### config.mk
export PLATFORM = sky130hd
export DESIGN_NAME = comma_align_10b_flat
export DESIGN_NICKNAME = d
export VERILOG_FILES = /design/src/rtl/comma_align_10b_if.sv /design/src/rtl/comma_align_10b.sv /design/src/flat_wrapper.sv
export SDC_FILE = /design/constraint.sdc
export NUM_CORES = 1
export LEC_CHECK = 0
export CAP_MARGIN = 20
export CORE_MARGIN = 2
export CORE_UTILIZATION = 50
export DETAILED_ROUTE_END_ITERATION = 10
export PLACE_DENSITY_LB_ADDON = 0.25
export SLEW_MARGIN = 20
export SYNTH_ARGS = -nofsm -noshare
export SYNTH_HDL_FRONTEND = slang
export SYNTH_SLANG_ARGS = --single-unit
### constraint.sdc
create_clock -name clk -period 5.95 [get_ports clk]
set_clock_uncertainty 0.15 [all_clocks]
set_input_delay 1.19 -clock clk [delete_from_list [all_inputs] [get_ports clk]]
set_output_delay 1.19 -clock clk [all_outputs]
set_load 0.005 [all_outputs]
### src/rtl/comma_align_10b_if.sv
// Line-side bundle of the comma aligner: recovered serial bit in, aligned
// code groups and lock status out.
interface comma_align_10b_if;
  logic       serial_in;
  logic [9:0] data10_out;
  logic       valid_out;
  logic       comma_out;
  logic       locked;

  // master: the line source / word consumer side
  modport master (
    output serial_in,
    input  data10_out,
    input  valid_out,
    input  comma_out,
    input  locked
  );

  // slave: the aligner itself
  modport slave (
    input  serial_in,
    output data10_out,
    output valid_out,
    output comma_out,
    output locked
  );
endinterface

### src/rtl/comma_align_10b.sv
// K28.5 comma word aligner: hunts the comma in the serial line, locks the
// 10-bit boundary and emits aligned code groups (bit0 = a ... bit9 = j).
module comma_align_10b #(
  parameter int unsigned LOCK_CNT   = 3,
  parameter int unsigned UNLOCK_CNT = 4
) (
  input  logic             clk,
  input  logic             reset_L,
  comma_align_10b_if.slave bus
);

  typedef enum logic [1:0] {
    HUNT   = 2'd0,
    CHECK  = 2'd1,
    LOCKED = 2'd2
  } state_t;

  localparam logic [3:0] LOCK_N   = 4'(LOCK_CNT);
  localparam logic [3:0] UNLOCK_N = 4'(UNLOCK_CNT);
  localparam logic [3:0] CNT_MAX  = 4'd15;

  state_t     state_q, state_d;
  logic [9:0] sr_q, sr_d;
  logic [3:0] bit_cnt_q, bit_cnt_d;
  logic [3:0] good_cnt_q, good_cnt_d;
  logic [3:0] bad_cnt_q, bad_cnt_d;
  logic [9:0] data_q, data_d;
  logic       valid_q, valid_d;
  logic       comma_q, comma_d;
  logic       locked_q, locked_d;

  logic       comma_hit;
  logic       boundary;
  logic [3:0] bit_inc;
  logic [3:0] good_inc;
  logic [3:0] bad_inc;

  // sr[0] is the oldest bit; a comma prefix at sr[6:0] means sr holds a whole word
  assign sr_d      = {bus.serial_in, sr_q[9:1]};
  assign comma_hit = (sr_q[6:0] == 7'b1111100) || (sr_q[6:0] == 7'b0000011);
  assign boundary  = (bit_cnt_q == 4'd0) && (state_q != HUNT);
  assign bit_inc   = (bit_cnt_q == 4'd9) ? 4'd0 : bit_cnt_q + 4'd1;
  assign good_inc  = (good_cnt_q == CNT_MAX) ? CNT_MAX : good_cnt_q + 4'd1;
  assign bad_inc   = (bad_cnt_q == CNT_MAX) ? CNT_MAX : bad_cnt_q + 4'd1;

  always_comb begin
    state_d    = state_q;
    bit_cnt_d  = bit_inc;
    good_cnt_d = good_cnt_q;
    bad_cnt_d  = bad_cnt_q;
    data_d     = data_q;
    valid_d    = 1'b0;
    comma_d    = comma_q;

    unique case (state_q)
      HUNT: begin
        if (comma_hit) begin
          bit_cnt_d  = 4'd1;
          good_cnt_d = 4'd1;
          if (LOCK_N == 4'd1) begin
            state_d = LOCKED;
            data_d  = sr_q;
            valid_d = 1'b1;
            comma_d = 1'b1;
          end else begin
            state_d = CHECK;
          end
        end
      end

      CHECK: begin
        if (comma_hit && boundary) begin
          good_cnt_d = good_inc;
          if (good_inc == LOCK_N) begin
            state_d = LOCKED;
            data_d  = sr_q;
            valid_d = 1'b1;
            comma_d = 1'b1;
          end
        end else if (comma_hit) begin
          // comma off the tentative boundary: restart qualification at its phase
          bit_cnt_d  = 4'd1;
          good_cnt_d = 4'd1;
        end
      end

      LOCKED: begin
        if (boundary) begin
          data_d  = sr_q;
          valid_d = 1'b1;
          comma_d = comma_hit;
          if (comma_hit) begin
            bad_cnt_d = 4'd0;
          end
        end else if (comma_hit) begin
          bad_cnt_d = bad_inc;
          if (bad_inc == UNLOCK_N) begin
            state_d    = HUNT;
            bad_cnt_d  = 4'd0;
            good_cnt_d = 4'd0;
          end
        end
      end

      default: begin
        state_d = HUNT;
      end
    endcase

    locked_d = (state_d == LOCKED);
  end

  always_ff @(posedge clk) begin
    if (!reset_L) begin
      state_q    <= HUNT;
      sr_q       <= '0;
      bit_cnt_q  <= '0;
      good_cnt_q <= '0;
      bad_cnt_q  <= '0;
      data_q     <= '0;
      valid_q    <= 1'b0;
      comma_q    <= 1'b0;
      locked_q   <= 1'b0;
    end else begin
      state_q    <= state_d;
      sr_q       <= sr_d;
      bit_cnt_q  <= bit_cnt_d;
      good_cnt_q <= good_cnt_d;
      bad_cnt_q  <= bad_cnt_d;
      data_q     <= data_d;
      valid_q    <= valid_d;
      comma_q    <= comma_d;
      locked_q   <= locked_d;
    end
  end

  assign bus.data10_out = data_q;
  assign bus.valid_out  = valid_q;
  assign bus.comma_out  = comma_q;
  assign bus.locked     = locked_q;

endmodule

### src/flat_wrapper.sv
// flat-port wrapper written by rule: the top's interface ports become plain ports
module comma_align_10b_flat 
#(
  parameter int unsigned LOCK_CNT   = 3,
  parameter int unsigned UNLOCK_CNT = 4
)
  (clk, reset_L, bus_serial_in, bus_data10_out, bus_valid_out, bus_comma_out, bus_locked);
  comma_align_10b_if bus_i ();
  input  logic clk;
  input  logic reset_L;
  input wire logic [$bits(bus_i.serial_in)-1:0] bus_serial_in;
  output wire logic [$bits(bus_i.data10_out)-1:0] bus_data10_out;
  output wire logic [$bits(bus_i.valid_out)-1:0] bus_valid_out;
  output wire logic [$bits(bus_i.comma_out)-1:0] bus_comma_out;
  output wire logic [$bits(bus_i.locked)-1:0] bus_locked;
  assign bus_i.serial_in = bus_serial_in;
  assign bus_data10_out = bus_i.data10_out;
  assign bus_valid_out = bus_i.valid_out;
  assign bus_comma_out = bus_i.comma_out;
  assign bus_locked = bus_i.locked;
  comma_align_10b #(.LOCK_CNT(LOCK_CNT), .UNLOCK_CNT(UNLOCK_CNT)) u_core (.clk(clk), .reset_L(reset_L), .bus(bus_i));
endmodule
==> reports/metrics.csv, run 1 <==
metric,value,unit
htreeDepth,2,
drive_gt1_share,9.52,%
rows,21,
yosysUniqueCellTypes,50,
seq_area,741,um^2
synth_top_area_share,42.7,%
leakage,0.000682,uW
grt_pass1_vias,1295,
min_from,u_core.bus.data10_out[5],
die_h,62.9,um
clk_latency,0.34,ns
wl_per_cell,13.0,um
cts_buffers,5,
drt.antenna.violating_nets,0,
p_per_area,199,nW/um^2
yosysMostFrequentCell,dfxtp_1,
yosys_warnings,0,
synth_enable_flop_cells,0,
die_w,62.9,um
grt_usage,18.6,%
crit_start,reset_L,
n_fill_cell,319,
cts_setup_buffers,0,
ctsResizeCount,0,
fin_nets,218,
grt_first_pass_wirelength,5950,um
clockBufferDepth,2,
cts.clk_slew.worst_paths,0.10,ns
die_area,3950,um^2
antenna_found_initial,0,
port_buffers,15,
slowest_delay,1.01,ns
routabilityCongestion,0.816,
yosys.area.top_type,dfxtp_1,
worst_pin_slew,0.928,ns
async_reset_ff_share,0,%
cp_slowest_cell,clkdlybuf4s50_1,
hold_buffers,0,
relSlewSlack,37.9,%
arrival,3.33,ns
r2r_start,u_core.state_q[1],
grt_max_degree,29,
multi_input_area,905,um^2
seq_area_frac_synth,42.7,%
rrSetupSlack,2.78,ns
syn_inst,195,
maxSlewViolCount,0,
outcome,completed,
avgSynthCellArea,8.89,um^2
synth-main-ff-cell,dfxtp_1,
synth_area,1730,um^2
syn-num-nets,204,
drt_first_iter_violations,93,
max_freq,313,MHz
drv_cap,0,
synth_common_cells,"dfxtp_1 (37), nand2_1 (30), o21ai_0 (17)",
p_total,386,uW
antenna_cells_inserted,0,
post-route-period-util,53.6,%
initial_core_util,51.9,%
ios,16,
post-route-min-period,3.19,ns
cp_top_family,buffers and inverters,
clkSinkCount,37,
root_buffer,clkbuf_4,
hp-class,flop to flop,
area.growth.synth_to_final,12.1,%
critPathBufInv,2,
vias,1407,
dp_hpwl,2340,um
drcViolationCount,0,
path_max_fanout,28,
synth-seq-cells,37,
crit_chain,"clkdlybuf4s50_1, clkinv_1, a2111oi_4, and2_1",
fin_setup_tns,0,ns
worstSetupEndpointType,flop,
dr.pass1.iters,4,
routed_wl,3320,um
hold_violations,0,
rsz0062_at_grt,no,
coreArea,3340,um^2
cts_tree,yes,
crit_path_start_kind,input port,
synth_area_leaders,"dfxtp_1 (43%), nand2_1 (6.5%), o21ai_0 (4.9%)",
setup_viol_count_final,0,
cp.required,6.09,ns
max-vdd-ir-drop,0.000169,V
overflow,0,
via_per_inst,5.50,
critPathKind,input port to flop,
[cell type report]
type,instances,area share [%]
Timing Repair Buffer,16,8.12
Multi-Input combinational cell,141,46.6
Sequential cell,37,38.1
Clock buffer,6,2.13
Clock inverter,2,0.515
Inverter,8,1.55
Tap cell,46,2.96
[per-layer routing]
layer | up-vias | GRT usage, % | wire [um] | part of all wire, %
li1 | 719 | - | - | -
met1 | 658 | 24.7 | 1630 | 49
met2 | 23 | 28.3 | 1490 | 45
met3 | 7 | 5.41 | 127 | 3.8
met4 | 0 | 7.50 | 71 | 2.1
met5 | - | 0 | 0 | 0
[sequential cells by signal, indices dropped and copies added, names as in the netlist]
register	flops
u_core.state_q	2
u_core.sr_q	10
u_core.bus.valid_out	1
u_core.bus.data10_out	10
u_core.bus.comma_out	1
u_core.good_cnt_q	4
u_core.bit_cnt_q	4
u_core.bus.locked	1
u_core.bad_cnt_q	4
[cell families (layout without fill, tap and decap cells)]
family | Yosys count | in the layout | share of synthesized area (%)
xor gates and xnor gates | 3 | 3 | 1.52
AOI/OAI and AO/OA | 51 | 51 | 22.0
adders and majority gates | 6 | 6 | 4.33
muxes | 1 | 1 | 0.650
buffers and inverters | 17 | 32 | 5.05
DFF | 37 | 37 | 42.7
and+or+nand+nor | 80 | 80 | 23.7
[report_power, final]
part / total (uW) / leakage [uW] / switching [uW] / internal (uW)
Combinational: 9.23 / 0.000351 / 5.54 / 3.69
Clock: 124 / 0.0000320 / 78.9 / 45.0
Sequential: 253 / 0.000299 / 2.72 / 250
Total: 386 / 0.000682 / 87.1 / 299
[tightest hold or removal path, stage by stage, from the launching register on]
cell and delay [ns]:
dfxtp_1 0.32, nand2_1 0.05, o21ai_0 0.05
[stage by stage]
| stage | setup WS, ns | util [%] | hold slack, ns | cell area [um^2] | instances |
|---|---|---|---|---|---|
| after floorplan | 3.70 | - | 0.278 | 1730 | 195 |
| after global placement | 2.44 | 56.7 | 0.294 | 1890 | 248 |
| after detailed placement | 2.39 | 56.7 | 0.296 | 1890 | 248 |
| after CTS | 2.75 | 58.2 | 0.316 | 1940 | 256 |
| after global routing | 2.54 | 58.2 | 0.342 | 1940 | 256 |
| final | 2.76 | 58.2 | 0.310 | 1940 | 256 |
[placed cells by master, fill, tap and decap left out, types with 2 or more instances in the layout]
master           instances
nand3_1                  7
inv_1                    7
nor2_1                  10
nand2_1                 30
a22oi_1                  2
and2_1                  12
clkbuf_4                 5
ha_1                     6
nand4_1                  2
a21oi_1                  9
o21a_1                   2
clkinv_2                 2
nor3_1                   4
clkdlybuf4s50_1         15
dfxtp_1                 37
a211o_1                  2
o21ai_0                 17
a31oi_1                  7
xor2_1                   2
nor2b_1                  2
[worst paths after layout]
path                                                 end  cells past startpoint
worst max-delay path                   u_core.bus.locked                      4
worst min-delay path            u_core.bus.data10_out[5]                      2
worst max register to register      u_core.bus.comma_out                      9
worst min register to register  u_core.bus.data10_out[5]                      2
No activity file was read; power rests on OpenSTA's default activity.
==> run 2: changes to the inputs <==
==> constraint.sdc (replaced) <==
create_clock -name clk -period 3.1 [get_ports clk]
set_clock_uncertainty 0.15 [all_clocks]
set_input_delay 0.62 -clock clk [delete_from_list [all_inputs] [get_ports clk]]
set_output_delay 0.62 -clock clk [all_outputs]
set_load 0.005 [all_outputs]
==> reports/metrics.csv, run 2 (synthesis gave the netlist of run 1 again) <==
metric,value,unit
grt_pass1_vias,1311,
antenna_found_initial,0,
critPathKind,flop to flop,
pre_cts_slack,0.546,ns
clkSinkCount,37,
hold_buffers,0,
drive_gt1_share,10.8,%
layout_commonest_cell,dfxtp_1,
dp_hpwl,2390,um
wl_per_cell,12.9,um
post-route-min-period,2.60,ns
via_per_inst,5.49,
relSlewSlack,59.7,%
ctsResizeCount,0,
rsz0062_at_grt,no,
max-vdd-ir-drop,0.000248,V
vias,1416,
drv_cap,0,
worst_slack,0.501,ns
grt_max_degree,28,
drt.antenna.violating_nets,0,
cp_top_family,simple AND/OR/NAND/NOR gates,
min_path_cells,2,
fin_setup_tns,0,ns
outcome,completed,
timing.hold.ws,0.313,ns
cts_setup_buffers,0,
die_area,3950,um^2
rrSetupSlack,0.50,ns
min_from,u_core.bus.data10_out[5],
arrival,2.71,ns
coreArea,3340,um^2
p_total,851,uW
ios,16,
die_w,62.9,um
routed_wl,3320,um
cts_tree,yes,
routabilityCongestion,0.832,
antenna_cells_inserted,0,
dr.pass1.iters,4,
overflow,0,
hp-class,flop to flop,
leakage,0.000705,uW
cp_slowest_cell,or4_4,
maxSlewViolCount,0,
drt_first_iter_violations,57,
cp.required,3.21,ns
clk_latency,0.34,ns
max_freq,385,MHz
p_per_area,427,nW/um^2
mostFrequentLayoutCells,"dfxtp_1 (37), nand2_1 (30), o21ai_0 (17), clkdlybuf4s50_1 (15), and2_1 (12)",
rows,21,
post-route-period-util,83.9,%
critPathBufInv,3,
cts.clk_slew.worst_paths,0.11,ns
slowest_delay,0.44,ns
regToRegEndpoint,u_core.bus.comma_out,
hold_violations,0,
fin_util,59.8,%
worstSetupEndpointType,flop,
worst_pin_slew,0.602,ns
die_h,62.9,um
drcViolationCount,0,
htreeDepth,2,
grt_first_pass_wirelength,5660,um
grt_usage,17.8,%
crit_chain,"inv_1, ha_1, or4_4, nor2_1, buf_4, o2111ai_1, a21oi_1, buf_4, nor2_1, a311oi_1",
root_buffer,clkbuf_4,
r2r_start,u_core.state_q[0],
fin_nets,220,
area.growth.synth_to_final,15.1,%
path_max_fanout,22,
cts_buffers,5,
clockBufferDepth,2,
crit_path_start_kind,flop,
reg2reg_depth,10,
port_buffers,15,
holdPathEnd,u_core.bus.data10_out[5],
initial_core_util,51.9,%
setup_viol_count_final,0,
run 2: layout make-up:
cell class	count	area, um^2
timing repair buffer	18	173
multi-input combinational	141	905
sequential	37	741
inverter	8	30.0
fill	311	1340
clock inverter	2	37.5
tap	46	57.6
clock buffer	6	51.3
run 2: worst min-delay path: stages (launching register included):
cell and delay (ns):
dfxtp_1 0.33, nand2_1 0.05, o21ai_0 0.06
run 2: metal layers:
metal | track usage (%) | vias to the layer above | share of wire [%]
met3 | 5.05 | 5 | 2.8
met1 | 22.3 | 665 | 48
met5 | 0 | - | 0
met4 | 6.39 | 0 | 1.6
li1 | - | 724 | -
met2 | 29.1 | 22 | 48
run 2: stage by stage:
stage | cells | instance area [um^2]
after global placement | 250 | 1910
final | 258 | 1990
after CTS | 258 | 1990
after global routing | 258 | 1990
after floorplan | 195 | 1730
after detailed placement | 250 | 1910
run 2: where the power goes:
group / leakage [uW] / internal, uW / switching, uW
Sequential: 0.000299 / 480 / 5.07
Combinational: 0.000362 / 7.91 / 11.3
Clock: 0.0000445 / 192 / 155
run 2: worst max path at each step:
stage	cells past startpoint	start	end	slack, ns
floorplan	7	u_core.bad_cnt_q[0]	u_core.good_cnt_q[0]	0.85
global placement	10	u_core.state_q[0]	u_core.bus.comma_out	0.66
detailed placement	10	u_core.state_q[0]	u_core.bus.comma_out	0.55
CTS	10	u_core.state_q[0]	u_core.bus.comma_out	0.49
global route	10	u_core.state_q[0]	u_core.bus.comma_out	0.27
finish	10	u_core.state_q[0]	u_core.bus.comma_out	0.50
